[src/rtl/control_unit_if.sv]
// Control-unit <-> datapath bundle: IR/handshake inputs plus every datapath strobe.
interface control_unit_if #(
  parameter int N_REGS = 16,
  parameter int OP_W   = 5
);
  logic [31:0]       ir;
  logic              mem_ready;
  logic              stop;
  logic [N_REGS-1:0] gpr_in;
  logic [N_REGS-1:0] gpr_out;
  logic              pc_out, pc_in, inc_pc, mar_in, mdr_in, mdr_out;
  logic              read, ir_in, y_in, z_in, z_low_out;
  logic [OP_W-1:0]   alu_op;
  logic              run;
  logic              illegal;

  // Sequencer side
  modport master (
    input  ir, mem_ready, stop,
    output gpr_in, gpr_out, pc_out, pc_in, inc_pc, mar_in, mdr_in, mdr_out,
           read, ir_in, y_in, z_in, z_low_out, alu_op, run, illegal
  );

  // Datapath side
  modport slave (
    output ir, mem_ready, stop,
    input  gpr_in, gpr_out, pc_out, pc_in, inc_pc, mar_in, mdr_in, mdr_out,
           read, ir_in, y_in, z_in, z_low_out, alu_op, run, illegal
  );
endinterface

[src/rtl/control_unit.sv]
// Hardwired Moore T-state sequencer driving the datapath strobes.
// Outputs decode from registered state only (plus IR fields in T3..T5),
// so an asynchronous reset drops every strobe immediately.
module control_unit #(
  parameter int N_REGS = 16,
  parameter int OP_W   = 5
) (
  input  logic   clk,
  input  logic   rst_n,
  control_unit_if.master bus
);

  typedef enum logic [2:0] {IDLE, T0, T1, T2, T3, T4, T5, HALTED} state_t;

  localparam logic [OP_W-1:0] OP_ADD  = 5'b00011;
  localparam logic [OP_W-1:0] OP_OR   = 5'b01010;
  localparam logic [OP_W-1:0] OP_NEG  = 5'b10000;
  localparam logic [OP_W-1:0] OP_NOT  = 5'b10001;
  localparam logic [OP_W-1:0] OP_NOP  = 5'b11001;
  localparam logic [OP_W-1:0] OP_HALT = 5'b11010;

  state_t          state, state_nxt;
  logic            t1_wait;    // already spent at least one cycle in T1
  logic            illegal_q;
  logic [OP_W-1:0] opcode;
  logic [3:0]      ra, rb, rc;
  logic            is_rr, is_un, is_halt, legal;

  assign opcode = bus.ir[31 -: OP_W];
  assign ra     = bus.ir[26:23];
  assign rb     = bus.ir[22:19];
  assign rc     = bus.ir[18:15];

  // add..or occupy a contiguous opcode range
  assign is_rr   = (opcode >= OP_ADD) && (opcode <= OP_OR);
  assign is_un   = (opcode == OP_NEG) || (opcode == OP_NOT);
  assign is_halt = (opcode == OP_HALT);
  assign legal   = is_rr || is_un || is_halt || (opcode == OP_NOP);

  // Rn maps to bit (N_REGS-1-n)
  function automatic logic [N_REGS-1:0] reg_sel(input logic [3:0] n);
    reg_sel = {1'b1, {(N_REGS-1){1'b0}}} >> n;
  endfunction

  // State register, T1 wait tracking and sticky illegal flag
  always_ff @(posedge clk or negedge rst_n) begin
    if (!rst_n) begin
      state     <= IDLE;
      t1_wait   <= 1'b0;
      illegal_q <= 1'b0;
    end else begin
      state   <= state_nxt;
      t1_wait <= (state == T1) && !bus.mem_ready;
      if ((state == T3) && !legal) illegal_q <= 1'b1;
    end
  end

  // Next-state sequencing
  always_comb begin
    state_nxt = state;
    case (state)
      IDLE:   state_nxt = T0;
      T0:     state_nxt = T1;
      T1:     state_nxt = bus.mem_ready ? T2 : T1;
      T2:     state_nxt = T3;
      T3: begin
        if (is_rr || is_un) state_nxt = T4;
        else if (is_halt)   state_nxt = HALTED;
        else                state_nxt = bus.stop ? HALTED : T0;  // nop / unsupported
      end
      T4:     state_nxt = T5;
      T5:     state_nxt = bus.stop ? HALTED : T0;
      HALTED: state_nxt = HALTED;
      default: state_nxt = IDLE;
    endcase
  end

  // Moore strobe decode
  always_comb begin
    bus.gpr_in    = '0;
    bus.gpr_out   = '0;
    bus.pc_out    = 1'b0;
    bus.pc_in     = 1'b0;
    bus.inc_pc    = 1'b0;
    bus.mar_in    = 1'b0;
    bus.mdr_in    = 1'b0;
    bus.mdr_out   = 1'b0;
    bus.read      = 1'b0;
    bus.ir_in     = 1'b0;
    bus.y_in      = 1'b0;
    bus.z_in      = 1'b0;
    bus.z_low_out = 1'b0;
    bus.alu_op    = '0;
    bus.run       = (state != IDLE) && (state != HALTED);
    bus.illegal   = illegal_q;
    case (state)
      T0: begin
        bus.pc_out = 1'b1;
        bus.mar_in = 1'b1;
        bus.inc_pc = 1'b1;
        bus.z_in   = 1'b1;
      end
      T1: begin
        bus.z_low_out = 1'b1;
        bus.pc_in     = !t1_wait;   // load PC only once per fetch
        bus.read      = 1'b1;
        bus.mdr_in    = 1'b1;
      end
      T2: begin
        bus.mdr_out = 1'b1;
        bus.ir_in   = 1'b1;
      end
      T3: begin
        if (is_rr) begin
          bus.gpr_out = reg_sel(rb);
          bus.y_in    = 1'b1;
        end
      end
      T4: begin
        if (is_rr || is_un) begin
          bus.gpr_out = is_rr ? reg_sel(rc) : reg_sel(rb);
          bus.alu_op  = opcode;
          bus.z_in    = 1'b1;
        end
      end
      T5: begin
        bus.z_low_out = 1'b1;
        bus.gpr_in    = reg_sel(ra);
      end
      default: ;
    endcase
  end

endmodule

[src/flat_wrapper.sv]
// flat-port wrapper written by rule: the top's interface ports become plain ports
module control_unit_flat 
#(
  parameter int N_REGS = 16,
  parameter int OP_W   = 5
)
  (clk, rst_n, bus_ir, bus_mem_ready, bus_stop, bus_gpr_in, bus_gpr_out, bus_pc_out, bus_pc_in, bus_inc_pc, bus_mar_in, bus_mdr_in, bus_mdr_out, bus_read, bus_ir_in, bus_y_in, bus_z_in, bus_z_low_out, bus_alu_op, bus_run, bus_illegal);
  control_unit_if #(.N_REGS(N_REGS), .OP_W(OP_W)) bus_i ();
  input  logic clk;
  input  logic rst_n;
  input wire logic [$bits(bus_i.ir)-1:0] bus_ir;
  input wire logic [$bits(bus_i.mem_ready)-1:0] bus_mem_ready;
  input wire logic [$bits(bus_i.stop)-1:0] bus_stop;
  output wire logic [$bits(bus_i.gpr_in)-1:0] bus_gpr_in;
  output wire logic [$bits(bus_i.gpr_out)-1:0] bus_gpr_out;
  output wire logic [$bits(bus_i.pc_out)-1:0] bus_pc_out;
  output wire logic [$bits(bus_i.pc_in)-1:0] bus_pc_in;
  output wire logic [$bits(bus_i.inc_pc)-1:0] bus_inc_pc;
  output wire logic [$bits(bus_i.mar_in)-1:0] bus_mar_in;
  output wire logic [$bits(bus_i.mdr_in)-1:0] bus_mdr_in;
  output wire logic [$bits(bus_i.mdr_out)-1:0] bus_mdr_out;
  output wire logic [$bits(bus_i.read)-1:0] bus_read;
  output wire logic [$bits(bus_i.ir_in)-1:0] bus_ir_in;
  output wire logic [$bits(bus_i.y_in)-1:0] bus_y_in;
  output wire logic [$bits(bus_i.z_in)-1:0] bus_z_in;
  output wire logic [$bits(bus_i.z_low_out)-1:0] bus_z_low_out;
  output wire logic [$bits(bus_i.alu_op)-1:0] bus_alu_op;
  output wire logic [$bits(bus_i.run)-1:0] bus_run;
  output wire logic [$bits(bus_i.illegal)-1:0] bus_illegal;
  assign bus_i.ir = bus_ir;
  assign bus_i.mem_ready = bus_mem_ready;
  assign bus_i.stop = bus_stop;
  assign bus_gpr_in = bus_i.gpr_in;
  assign bus_gpr_out = bus_i.gpr_out;
  assign bus_pc_out = bus_i.pc_out;
  assign bus_pc_in = bus_i.pc_in;
  assign bus_inc_pc = bus_i.inc_pc;
  assign bus_mar_in = bus_i.mar_in;
  assign bus_mdr_in = bus_i.mdr_in;
  assign bus_mdr_out = bus_i.mdr_out;
  assign bus_read = bus_i.read;
  assign bus_ir_in = bus_i.ir_in;
  assign bus_y_in = bus_i.y_in;
  assign bus_z_in = bus_i.z_in;
  assign bus_z_low_out = bus_i.z_low_out;
  assign bus_alu_op = bus_i.alu_op;
  assign bus_run = bus_i.run;
  assign bus_illegal = bus_i.illegal;
  control_unit #(.N_REGS(N_REGS), .OP_W(OP_W)) u_core (.clk(clk), .rst_n(rst_n), .bus(bus_i));
endmodule
[config.mk]
export PLATFORM = sky130hd
export DESIGN_NAME = control_unit_flat
export DESIGN_NICKNAME = d
export VERILOG_FILES = /design/src/rtl/control_unit_if.sv /design/src/rtl/control_unit.sv /design/src/flat_wrapper.sv
export SDC_FILE = /design/constraint.sdc
export NUM_CORES = 1
export LEC_CHECK = 0
export ABC_AREA = 1
export CAP_MARGIN = 20
export CORE_ASPECT_RATIO = 0.5
export CORE_UTILIZATION = 35
export DETAILED_ROUTE_END_ITERATION = 10
export PLACE_DENSITY = 0.8
export SYNTH_ARGS = -nofsm -noshare
export SYNTH_HDL_FRONTEND = slang
export SYNTH_SLANG_ARGS = --single-unit
[constraint.sdc]
create_clock -name clk -period 1.6 [get_ports clk]
set_input_delay 0.24 -clock clk [delete_from_list [all_inputs] [get_ports clk]]
set_output_delay 0.24 -clock clk [all_outputs]
set_load 0.05 [all_outputs]
==> key figures, run 1 <==
Synthesis
  – Mapped Cells: 241
  – Synth Area in Compound Gates: 11.9%
  – Largest family of logic cells by synthesized area: simple AND/OR/NAND/NOR gates
  – Synthesized-area fraction occupied by xor and xnor cells: 0%
  – Syn avg cell area: 5.01 sq um
  – EDFF count, synth: 0
  – Ys Warns: 0
  – Mux cell area share after synthesis: 0%
  – Synth unique cells: 23
  – Area share of fa/ha/maj cells after synthesis: 0%
  – Yosys reg bits: 5
  – Synthesized area: 1210 sq um
  – Synth Area in Simple Gates: between 60% and 70%
  – Syn Nets: 277
  – Top_reg_cell synth: dfrtp_1
  – Register area share after synthesis: between 10% and 20%
  – Synth async-reset ratio: between 90% and 100%

Die
  – I/O pin cnt: 86
  – Die H: 43.5 um
  – Die width: 85.1 um
  – Starting Density: 38.5%
  – Rows: 14

CTS
  – Post-CTS Setup Inserts: 17
  – Clk buf depth: 2
  – Number of CTS-inserted buffers: 3
  – Clock root buffer: clkbuf_8
  – H-tree Lvls: 1
  – Post_cts resized: 138
  – Clock sink count: 5
  – Cts hold-fix bufs: 0

Status
  – Fail Step: 4_1_cts
  – Stop Error: [ERROR DPL-0038] Utilization greater than 100%, impossible to legalize
  – Status: aborted with a tool error

Placed design
  – DP HPWL: 4640 um
  – Post-Place Cells: 380
  – Port bufs: 70
  – Routability cong.: slightly above 0.9
[cell usage after synthesis (2+ instances only)]
library cell | n | share of area, %
nor3_1 | 2 | 0.83
a21oi_1 | 4 | 1.7
buf_4 | 5 | 3.1
dfrtp_1 | 5 | 10
nand4_1 | 16 | 8.3
nand2_1 | 80 | 25
nand3_1 | 20 | 8.3
o21ai_0 | 20 | 8.3
nand2_2 | 3 | 1.6
buf_2 | 3 | 1.2
clkbuf_1 | 4 | 1.2
inv_1 | 25 | 7.8
nor2_1 | 44 | 14
[cell families after synthesis]
logic type | Yosys count
buffers and inverters | 40
AND/OR/NAND/NOR | 170
AO/OA/AOI/OAI | 26
flip-flops | 5
[per-stage QoR]
step	setup WS, ns	instance area (sq um)
3_5_place_dp	-0.468	2830
2_1_floorplan	-0.209	1320
3_3_place_gp	-0.353	2830
==> run 2: changes to the inputs <==
--- a/config.mk
+++ b/config.mk
@@ -7,10 +7,9 @@
 export LEC_CHECK = 0
 export ABC_AREA = 1
 export CAP_MARGIN = 20
-export CORE_ASPECT_RATIO = 0.5
-export CORE_UTILIZATION = 35
+export CORE_UTILIZATION = 20
 export DETAILED_ROUTE_END_ITERATION = 10
-export PLACE_DENSITY = 0.8
+export PLACE_DENSITY_LB_ADDON = 0.15
 export SYNTH_ARGS = -nofsm -noshare
 export SYNTH_HDL_FRONTEND = slang
 export SYNTH_SLANG_ARGS = --single-unit
==> run 2 against run 1 <==
- the flow now finishes, with violations (setup timing)
- synthesized cell count unchanged
- synthesized area unchanged
==> key figures, run 2 <==
STA
  – Hold WS: 0.241 ns
  – Max Fclk: 542 MHz
  – Final setup vio count: 37
  – Slew @ Worst Pin: 0.311 ns
  – Max-slew violations: 0
  – Fin crit share: 115%
  – Minimum clock period: 1.85 ns
  – Post-route setup slack: -0.246 ns
  – Fin. Hold Viols: 0
  – Rel. slew slack: 79.2%
  – RSZ-0062 raised after global routing: yes
  – Setup_tns: -6.28 ns
  – Clk_skew: 0.00112 ns

CTS
  – Clock root buffer: clkbuf_8
  – CTS tree: done
  – Cts hold-fix bufs: 0 (unchanged)
  – Clk buf depth: 2 (unchanged)
  – Number of CTS-inserted buffers: 3 (unchanged)
  – Reg clk slew, reported paths: 0.03 ns
  – Clock Latency Late Sink: 0.22 ns
  – Clock sink count: 5 (unchanged)
  – H-tree Lvls: 1 (unchanged)

Pwr
  – Leak Pwr: 1.53 nW
  – Maximum VDD drop: 0.00116 V
  – Power Density: 905 nW/um^2
  – Total power draw: 0.00305 W

Final layout
  – Footprint of the multi-input gates: 1300 sq um
  – Sequential Area: approximately 130 sq um
  – Utilization after layout: 59.3%
  – Most frequent cells in the layout: 52 x buf_12, 42 x buf_4, 36 x nand2_2
  – Area delta synth->final: 179%
  – Ant. Diodes: 0
  – Biggest register: u_core.state
  – Commonest non-fill, non-tap cell in the layout: buf_12
  – Fill count: 512
  – Share of cells above drive strength 1: 63.9%
  – Post-layout nets: 394
  – Largest register FFs: 3

Critical path
  – CP Max Fanout: 8
  – CP Cell Sequence: buf_6 -> nor2_4 -> nand2_2 -> a21oi_4 -> buf_6 -> buf_12 -> nand2_2 -> nand2_4 -> buf_12
  – Worst setup path category: flip-flop to output port
  – Top delay family on crit path: buffers and inverters
  – Critical path arrival: 1.61 ns
  – Slowest stage cell, crit path: dfrtp_1
  – Startpoint Class: flip-flop
  – CP peak stage delay: ~0.4 ns
  – Critical path endpoint category: output port
  – Buf+Inv Stages, Crit Path: 4
  – Critical Path RT: 1.36 ns

Synthesis
  – Mapped Cells: 241 (unchanged)
  – Synth unique cells: 23 (unchanged)
  – Ys Warns: 0 (unchanged)
  – Yosys reg bits: 5 (unchanged)
  – Top_reg_cell synth: dfrtp_1
  – Syn Nets: 277 (unchanged)
  – Synth top cells by count: 80 x nand2_1, 44 x nor2_1, 25 x inv_1, 20 x nand3_1, 20 x o21ai_0
  – Syn avg cell area: 5.01 sq um (unchanged)
  – EDFF count, synth: 0 (unchanged)
  – Synth area leaders: nand2_1 25%, nor2_1 14%, dfrtp_1 10%, nand3_1 8.3%, nand4_1 8.3%
  – Synthesized area: 1210 sq um (unchanged)
  – Yosys top cell area share: 24.9% (unchanged)
  – Count leader, synth: nand2_1
  – Register area share after synthesis: 10.4% (unchanged)
  – Synth async-reset ratio: 100% (unchanged)
  – Synth area leader: nand2_1

Die
  – Starting Density: 21.3% (-17 points)
  – I/O pin cnt: 86 (unchanged)
  – Core Footprint: 5680 sq um
  – Rows: 27 (+13)
  – Die width: 79.7 um (-6.3%)
  – Die H: 79.7 um (+83%)
  – Total die area: 6350 sq um

Routing
  – DR iter-0 viols: 88
  – Via count: 1958
  – DRT Wirelength: 5180 um
  – Drt wl/cell: about 12 um
  – Routed Antenna Nets: 0
  – Initial DRT Pass Iterations: 4
  – DRC: 0
  – Average vias per placed instance: 4.56

Placed design
  – Routability cong.: 0.789 (-14%)
  – Port bufs: 70 (unchanged)
  – DP HPWL: 3720 um (-20%)

GRT
  – Total global routing overflow: 0
  – Initial antenna violation count: 0
  – First-pass GRT wire length: roughly 8400 um
  – Pin count of the biggest net entering global routing: 18
  – Vias in the first global route: 1888
  – Total GRT Usage: 16.4%

Status
  – Status: finished, violations left
  – Failing checks: setup timing

Flow run
  – Max_cap viols: 0

Worst hold path
  – Hold Path Class: input pin to asynchronous set/reset pin
[run 2: cell counts after synthesis]
No cell type changed its count.
[run 2: stage by stage]
step                setup WS (ns)  cells  area (sq um)
global placement           -0.397    413          2880
global route               -0.308    429          3360
detailed placement         -0.431    413          2880
floorplan                  -0.209    241          1320
finish                     -0.246    429          3360
CTS                        -0.209    430          3250
[run 2: logic make-up (layout without fill, tap and decap cells)]
| kind of cell | count (synthesis) | after routing | share of synthesized area (%) |
|---|---|---|---|
| buf+inv | 40 | 156 | 15.0 |
| simple gates | 170 | 170 | 62.7 |
| flops | 5 | 5 | 10.4 |
| compound gates | 26 | 26 | 11.9 |
[run 2: final timing paths]
kind | from | to | slack (ns) | cells after the start
worst max-delay path | u_core.state[1] | bus_gpr_out[13] | -0.25 | 9
worst min-delay path | rst_n | u_core.t1_wait | 0.24 | 1
worst max register to register | u_core.state[1] | u_core.state[1] | 0.17 | 7
worst min register to register | u_core.bus.illegal | u_core.bus.illegal | 0.46 | 2
max in group asynchronous | rst_n | u_core.state[0] | 1.16 | 1
min in group clk | u_core.bus.illegal | u_core.bus.illegal | 0.46 | 2
[run 2: worst register-to-register path, stage by stage (launching register included)]
cell and delay, ns:
dfrtp_1 0.39, buf_6 0.13, buf_4 0.14, nand2_1 0.08, inv_2 0.05, o21ai_0 0.10, nor3b_1 0.25, o21ai_0 0.14
[run 2: final cells by class]
cell class | count | share of cell area, %
Tap cell | 72 | 2.68
Multi-Input combinational cell | 196 | 38.6
Clock buffer | 4 | 1.34
Inverter | 26 | 3.24
Timing Repair Buffer | 126 | 50.4
Sequential cell | 5 | 3.76
[run 2: report_power, final]
| group | internal, W | switching [W] | leakage, nW |
|---|---|---|---|
| registers | 0.000176 | 0.0000411 | 0.0575 |
| logic | 0.00118 | 0.00142 | 1.45 |
| clock network | 0.000170 | 0.0000548 | 0.0228 |
[run 2: timing repair]
item / in CTS / in global routing
gates resized for setup: 107 / 51
setup endpoints to repair: 40 / 44
pin swaps: 29 / 15
buffers inserted: 11 / 1
gates cloned: 3 / 0
[run 2: metal layers]
layer	track usage, %	up-vias	share of wire, %
met5	0	-	0
met1	20.0	898	42
li1	-	1008	-
met3	1.94	2	4.6
met2	30.5	50	53
met4	3.27	0	0.27
Power figures use the tool's default switching activity.
==> run 3: changes to the inputs <==
--- a/config.mk
+++ b/config.mk
@@ -7,8 +7,9 @@
 export LEC_CHECK = 0
 export ABC_AREA = 1
 export CAP_MARGIN = 20
-export CORE_UTILIZATION = 20
+export CORE_AREA = 2 2 63 65
 export DETAILED_ROUTE_END_ITERATION = 10
+export DIE_AREA = 0 0 65 67
 export PLACE_DENSITY_LB_ADDON = 0.15
 export SYNTH_ARGS = -nofsm -noshare
 export SYNTH_HDL_FRONTEND = slang
==> run 3 against run 2 <==
- the run still ends with setup timing left
- final area down 1.0%
- via count up 17%
- fmax down 7.9%
- critical path depth down 1
- critical path type unchanged
==> key figures, run 3 (synthesized netlist as in run 2, its figures left out) <==
Routing
  – Routed Antenna Nets: 0 (unchanged)
  – Average vias per placed instance: 5.64 (+24%)
  – Via count: 2290 (+17%)
  – DR iter-0 viols: 323 (+270%)
  – DRC: 0 (unchanged)
  – Initial DRT Pass Iterations: 5 (+1)
  – Drt wl/cell: 18.8 um (+56%)
  – DRT Wirelength: 7630 um (+47%)

Final layout
  – Commonest non-fill, non-tap cell in the layout: buf_12
  – Most frequent cells in the layout: 54 x buf_12, 41 x buf_4, 33 x nand2_1
  – Utilization after layout: 92.3% (+33 points)
  – Non-Filler Instances: 406 (-5.4%)
  – Share of cells above drive strength 1: 58.7% (-5.2 points)
  – Ant. Diodes: 0 (unchanged)
  – Post-layout nets: 395 (+0.25%)
  – Area delta synth->final: 176%
  – Largest register FFs: 3 (unchanged)
  – Biggest register: u_core.state
  – Fill count: 131 (-74%)

STA
  – Minimum clock period: 2.00 ns (+0.158 ns)
  – Fin crit share: 125% (+9.9 points)
  – Fin. Hold Viols: 0 (unchanged)
  – Setup_tns: -11.48 ns (-5.20 ns)
  – Post-route setup slack: -0.404 ns (-0.158 ns)
  – Rel. slew slack: 78.6% (-0.55 points)
  – Slew @ Worst Pin: 0.319 ns (+0.00815 ns)
  – Max-slew violations: 0 (unchanged)
  – Final setup vio count: 45 (+22%)
  – RSZ-0062 raised after global routing: yes
  – Max Fclk: 499 MHz (-7.9%)
  – Clk_skew: 0.000989 ns (-0.000128 ns)

Pwr
  – Sequential share of power: 6.9% (-0.2 points)
  – Maximum VDD drop: 0.00157 V (+35%)
  – Leak Pwr: 1.49 nW (-2.9%)
  – Sw frac: 51.3% (+1.4 points)
  – Net Sw Power: 0.00168 W (+11%)
  – Power Density: 987 nW/um^2 (+9.0%)
  – Total power draw: 0.00328 W (+7.8%)
  – Comb power frac: 86.0% (+0.5 points)
  – Clock share of power: 7.2% (-0.2 points)
  – Total internal power: 0.00160 W (+4.7%)

Placed design
  – DP HPWL: 4150 um (+12%)
  – Routability cong.: 0.858 (+8.7%)
  – Pre-CTS worst setup slack: -0.432 ns (-0.000254 ns)
  – Post-Place Cells: 388 (-6.1%)
  – Port bufs: 70 (unchanged)

Worst hold path
  – Hold Path Class: input pin to asynchronous set/reset pin

Critical path
  – Worst setup path category: flip-flop to output port
  – Critical path arrival: 1.76 ns (+0.15 ns)
  – CP peak stage delay: 0.38 ns (about the same)
  – CP Max Fanout: 5 (-3)
  – CP dominant cell by count: nand2_2
  – Slowest stage cell, crit path: dfrtp_1
  – Startpoint Class: flip-flop
  – CP Cell Sequence: inv_1 -> buf_4 -> nand2_2 -> nor3_4 -> buf_6 -> nand2_1 -> nand2_2 -> buf_12
  – Critical path endpoint category: output port
  – Critical Path RT: 1.36 ns (about the same)

GRT
  – Initial antenna violation count: 0 (unchanged)
  – Vias in the first global route: 2158 (+14%)
  – Total GRT Usage: 31.3% (+15 points)
  – Total global routing overflow: 0 (unchanged)
  – First-pass GRT wire length: 10400 um (+24%)
  – Pin count of the biggest net entering global routing: 13 (-5)

Die
  – Core Footprint: 3610 sq um (-36%)
  – Rows: 22 (-19%)
  – I/O pin cnt: 86 (unchanged)
  – Die H: 67 um (-16%)
  – Total die area: 4360 sq um (-31%)
  – Die width: 65 um (-18%)
  – Starting Density: 33.5% (+12 points)

CTS
  – Clk buf depth: 2 (unchanged)
  – Clock root buffer: clkbuf_8
  – Clock sink count: 5 (unchanged)
  – Number of CTS-inserted buffers: 3 (unchanged)
  – Reg clk slew, reported paths: 0.03 ns (about the same)
  – H-tree Lvls: 1 (unchanged)
  – Clock Latency Late Sink: 0.22 ns (about the same)
  – CTS tree: done

Flow run
  – Max_cap viols: 0 (unchanged)

Status
  – Status: finished, violations left
  – Failing checks: setup timing
## run 3: changes by cell type in the layout (fill, tap and decap cells not counted), sizes merged
cell / delta
bufbuf: +1
dlygate4sd2: +1
clkdlybuf4s15: -1
clkinvlp: -1
dlymetal6s2s: -1
buf: +1
inv: +1
## run 3: metrics by stage
step | instance area [sq um] | hold slack (ns)
global placement | 2830 | 0.451
finish | 3330 | 0.242
detailed placement | 2830 | 0.472
global route | 3330 | 0.256
CTS | 3240 | 0.239
floorplan | 1320 | -0.0556
## run 3: power groups by stage
stage          Clock [W]  Sequential (W)  Combinational (W)
6_report        0.000235        0.000226            0.00282
5_1_grt         0.000247        0.000227            0.00291
4_1_cts         0.000241        0.000216            0.00259
3_5_place_dp           0        0.000208            0.00224
3_3_place_gp           0        0.000206            0.00221
2_1_floorplan          0        0.000235            0.00112
## run 3: final timing paths
check | from | to | slack, ns | cells after the start
max | u_core.state[1] | bus_gpr_out[3] | -0.40 | 8
min | rst_n | u_core.t1_wait | 0.24 | 1
max reg2reg | u_core.state[1] | u_core.bus.illegal | -0.04 | 9
min reg2reg | u_core.bus.illegal | u_core.bus.illegal | 0.53 | 2
max in group asynchronous | rst_n | u_core.state[0] | 1.15 | 1
min in group clk | u_core.bus.illegal | u_core.bus.illegal | 0.53 | 2
## run 3: worst max-delay path: cells and delay by family (launching register included)
| family | cells | cell delay (ns) |
|---|---|---|
| DFF | 1 | 0.38 |
| and+or+nand+nor | 4 | 0.57 |
| buffers and inverters | 4 | 0.59 |
## run 3: area by class of cell
class / instances / area (sq um) / share of cell area [%]
clock buffers: 4 / 45.0 / 1.35
inverters: 26 / 103 / 3.08
multi-input cells: 196 / 1240 / 37.3
flip-flops and latches: 5 / 126 / 3.80
well taps: 48 / 60.1 / 1.80
repair buffers: 127 / 1750 / 52.7
## run 3: repair_timing
item / CTS / global route
pin swaps: 21 / 11
resized for setup: 108 / 24
buffers inserted: 7 / 6
cloned: 3 / 0
hold buffers: 0 / 0
endpoints found under the setup margin: 41 / 47
## run 3: routing by layer
| layer | routed length (um) | GRT usage [%] |
|---|---|---|
| met5 | 0 | 0 |
| met4 | 293 | 12.8 |
| met3 | 590 | 3.72 |
| met1 | 2630 | 33.9 |
| met2 | 4110 | 60.8 |
==> run 4: changes to the inputs <==
--- a/config.mk
+++ b/config.mk
@@ -11,6 +11,7 @@
 export DETAILED_ROUTE_END_ITERATION = 10
 export DIE_AREA = 0 0 65 67
 export PLACE_DENSITY_LB_ADDON = 0.15
+export SKIP_CTS_REPAIR_TIMING = 1
 export SYNTH_ARGS = -nofsm -noshare
 export SYNTH_HDL_FRONTEND = slang
 export SYNTH_SLANG_ARGS = --single-unit
==> run 4 against run 3 <==
- the flow still finishes with violations (setup timing)
- via count down 6.0%
- combinational power down 4%
- routed wire length fell by 9.3%
- fmax is 4.3% higher
- first-iteration DRC count decreased by 34%
- setup slack improved by 0.083 ns
- register-to-register slack gained 0.08 ns
==> key figures, run 4 (synthesized netlist as in run 2, its figures left out) <==
GRT
  – Total global routing overflow: 0 (unchanged)
  – Vias in the first global route: 1841 (-15%)
  – Initial antenna violation count: 0 (unchanged)
  – Pin count of the biggest net entering global routing: 25 (+12)
  – First-pass GRT wire length: 8270 um (-21%)
  – Total GRT Usage: 24.6% (-6.7 points)

Die
  – Die width: 65 um (unchanged)
  – Die H: 67 um (unchanged)
  – Core Footprint: 3610 sq um (unchanged)
  – Total die area: 4360 sq um (unchanged)
  – Rows: 22 (unchanged)
  – Starting Density: 33.5% (unchanged)
  – I/O pin cnt: 86 (unchanged)

Placed design
  – Routability cong.: 0.858 (unchanged)
  – Pre-CTS worst setup slack: -0.432 ns (unchanged)
  – DP HPWL: 4150 um (unchanged)
  – Port bufs: 70 (unchanged)
  – Post-Place Cell Area: 2830 sq um (unchanged)

Final layout
  – Largest register FFs: 3 (unchanged)
  – Area delta synth->final: 176%
  – Biggest register: u_core.state
  – Post-layout nets: 389 (-1.5%)
  – Commonest non-fill, non-tap cell in the layout: buf_12
  – Most frequent cells in the layout: 51 x buf_12, 44 x nand2_1, 36 x buf_4
  – Finished Cell Area: 3340 sq um (+0.26%)
  – Share of cells above drive strength 1: 58.8% (+0.15 points)

STA
  – Fin. Hold Viols: 0 (unchanged)
  – Slew @ Worst Pin: 0.358 ns (+0.0396 ns)
  – RSZ-0062 raised after global routing: yes
  – Post-route setup slack: -0.321 ns (+0.0835 ns)
  – Minimum clock period: 1.92 ns (-0.0835 ns)
  – Final setup vio count: 38 (-16%)
  – Fin crit share: 120% (-5.2 points)
  – Rel. slew slack: 76.0% (-2.6 points)
  – Hold WS: 0.230 ns (-0.0127 ns)
  – Max-slew violations: 0 (unchanged)
  – Clk_skew: 0.000144 ns (-0.000845 ns)
  – Max Fclk: 521 MHz (+4.3%)

Status
  – Failing checks: setup timing
  – Status: finished, violations left

Routing
  – Initial DRT Pass Iterations: 5 (unchanged)
  – Highest Signal Layer: met4
  – Average vias per placed instance: 5.37 (-4.9%)
  – DRC: 0 (unchanged)
  – DR WL met3: 474 um (-20%)
  – Routed Antenna Nets: 0 (unchanged)
  – M1 WL: 2410 um (-8.5%)
  – DR iter-0 viols: 213 (-34%)
  – DRT Wirelength: 6920 um (-9.3%)
  – Via count: 2152 (-6.0%)
  – Drt wl/cell: 17.3 um (-8.1%)
  – Met2 wire length: 3840 um (-6.5%)

Pwr
  – Maximum VDD drop: 0.00174 V (+11%)
  – Total power draw: 0.00319 W (-2.8%)
  – Power Density: 956 nW/um^2 (-3.1%)
  – Sw frac: 51.7% (+0.42 points)
  – Clock share of power: 7.6% (+0.4 points)
  – Sequential share of power: 7.3% (+0.4 points)
  – Leak Pwr: 1.44 nW (-3.4%)
  – Net Sw Power: 0.00165 W (-2.0%)
  – Total internal power: 0.00154 W (-3.7%)
  – Comb power frac: 85.0% (-1.0 points)

CTS
  – Reg clk slew, reported paths: 0.03 ns (about the same)
  – Clock root buffer: clkbuf_8
  – H-tree Lvls: 1 (unchanged)
  – Clock sink count: 5 (unchanged)
  – CTS tree: done
  – Clk buf depth: 2 (unchanged)
  – Clock Latency Late Sink: 0.23 ns (about the same)
  – Number of CTS-inserted buffers: 3 (unchanged)

Critical path
  – Worst setup path category: input pin to output port
  – Startpoint Class: input pin
  – Critical Path RT: 1.36 ns (about the same)
  – CP Max Fanout: 8 (+3)
  – Critical path arrival: 1.68 ns (-0.08 ns)
  – Critical path endpoint category: output port

Flow run
  – Max_cap viols: 0 (unchanged)

Worst hold path
  – Hold Path Class: input pin to asynchronous set/reset pin
[run 4: layer usage]
metal	global-route usage, %	up-vias
met5	0	-
met4	9.84	0
met3	3.38	17
met2	44.5	129
met1	29.2	1005
li1	-	1001
[run 4: final cells by class]
type | instances | area, sq um
antenna | 1 | 2.50
clock buffer | 4 | 45.0
fill | 134 | 269
inverter | 26 | 100
multi-input combinational | 196 | 1330
sequential | 5 | 126
tap | 48 | 60.1
timing repair buffer | 121 | 1680
[run 4: worst paths after layout]
| kind | start | to | slack, ns | depth (start not counted) |
|---|---|---|---|---|
| worst max register to register | u_core.state[1] | u_core.state[1] | 0.04 | 7 |
| min in group clk | u_core.bus.illegal | u_core.bus.illegal | 0.51 | 2 |
| worst min register to register | u_core.bus.illegal | u_core.bus.illegal | 0.51 | 2 |
| max in group asynchronous | rst_n | u_core.state[0] | 1.17 | 1 |
| worst min-delay path | rst_n | u_core.bus.illegal | 0.23 | 1 |
| worst max-delay path | bus_ir[18] | bus_gpr_out[5] | -0.32 | 7 |
[run 4: critical path, stage by stage]
cell and delay (ns):
clkdlybuf4s50_1 0.49, buf_4 0.16, nand4_1 0.15, o21ai_0 0.23, nand2_1 0.16, nand2_4 0.11
buf_12 0.13
[run 4: power groups by stage]
stage	Combinational [W]	Sequential [W]	Clock, W
finish	0.00271	0.000234	0.000243
detailed placement	0.00224	0.000208	0
global route	0.00281	0.000239	0.000254
CTS	0.00225	0.000207	0.000241
floorplan	0.00112	0.000235	0
global placement	0.00221	0.000206	0
[run 4: through the flow]
stage	TNS, ns	utilization [%]	std cells
CTS	-14.71	79.7	392
finish	-7.88	92.5	401
detailed placement	-10.68	78.5	388
floorplan	-3.85	-	241
global placement	-8.98	78.5	388
global route	-9.81	92.5	400
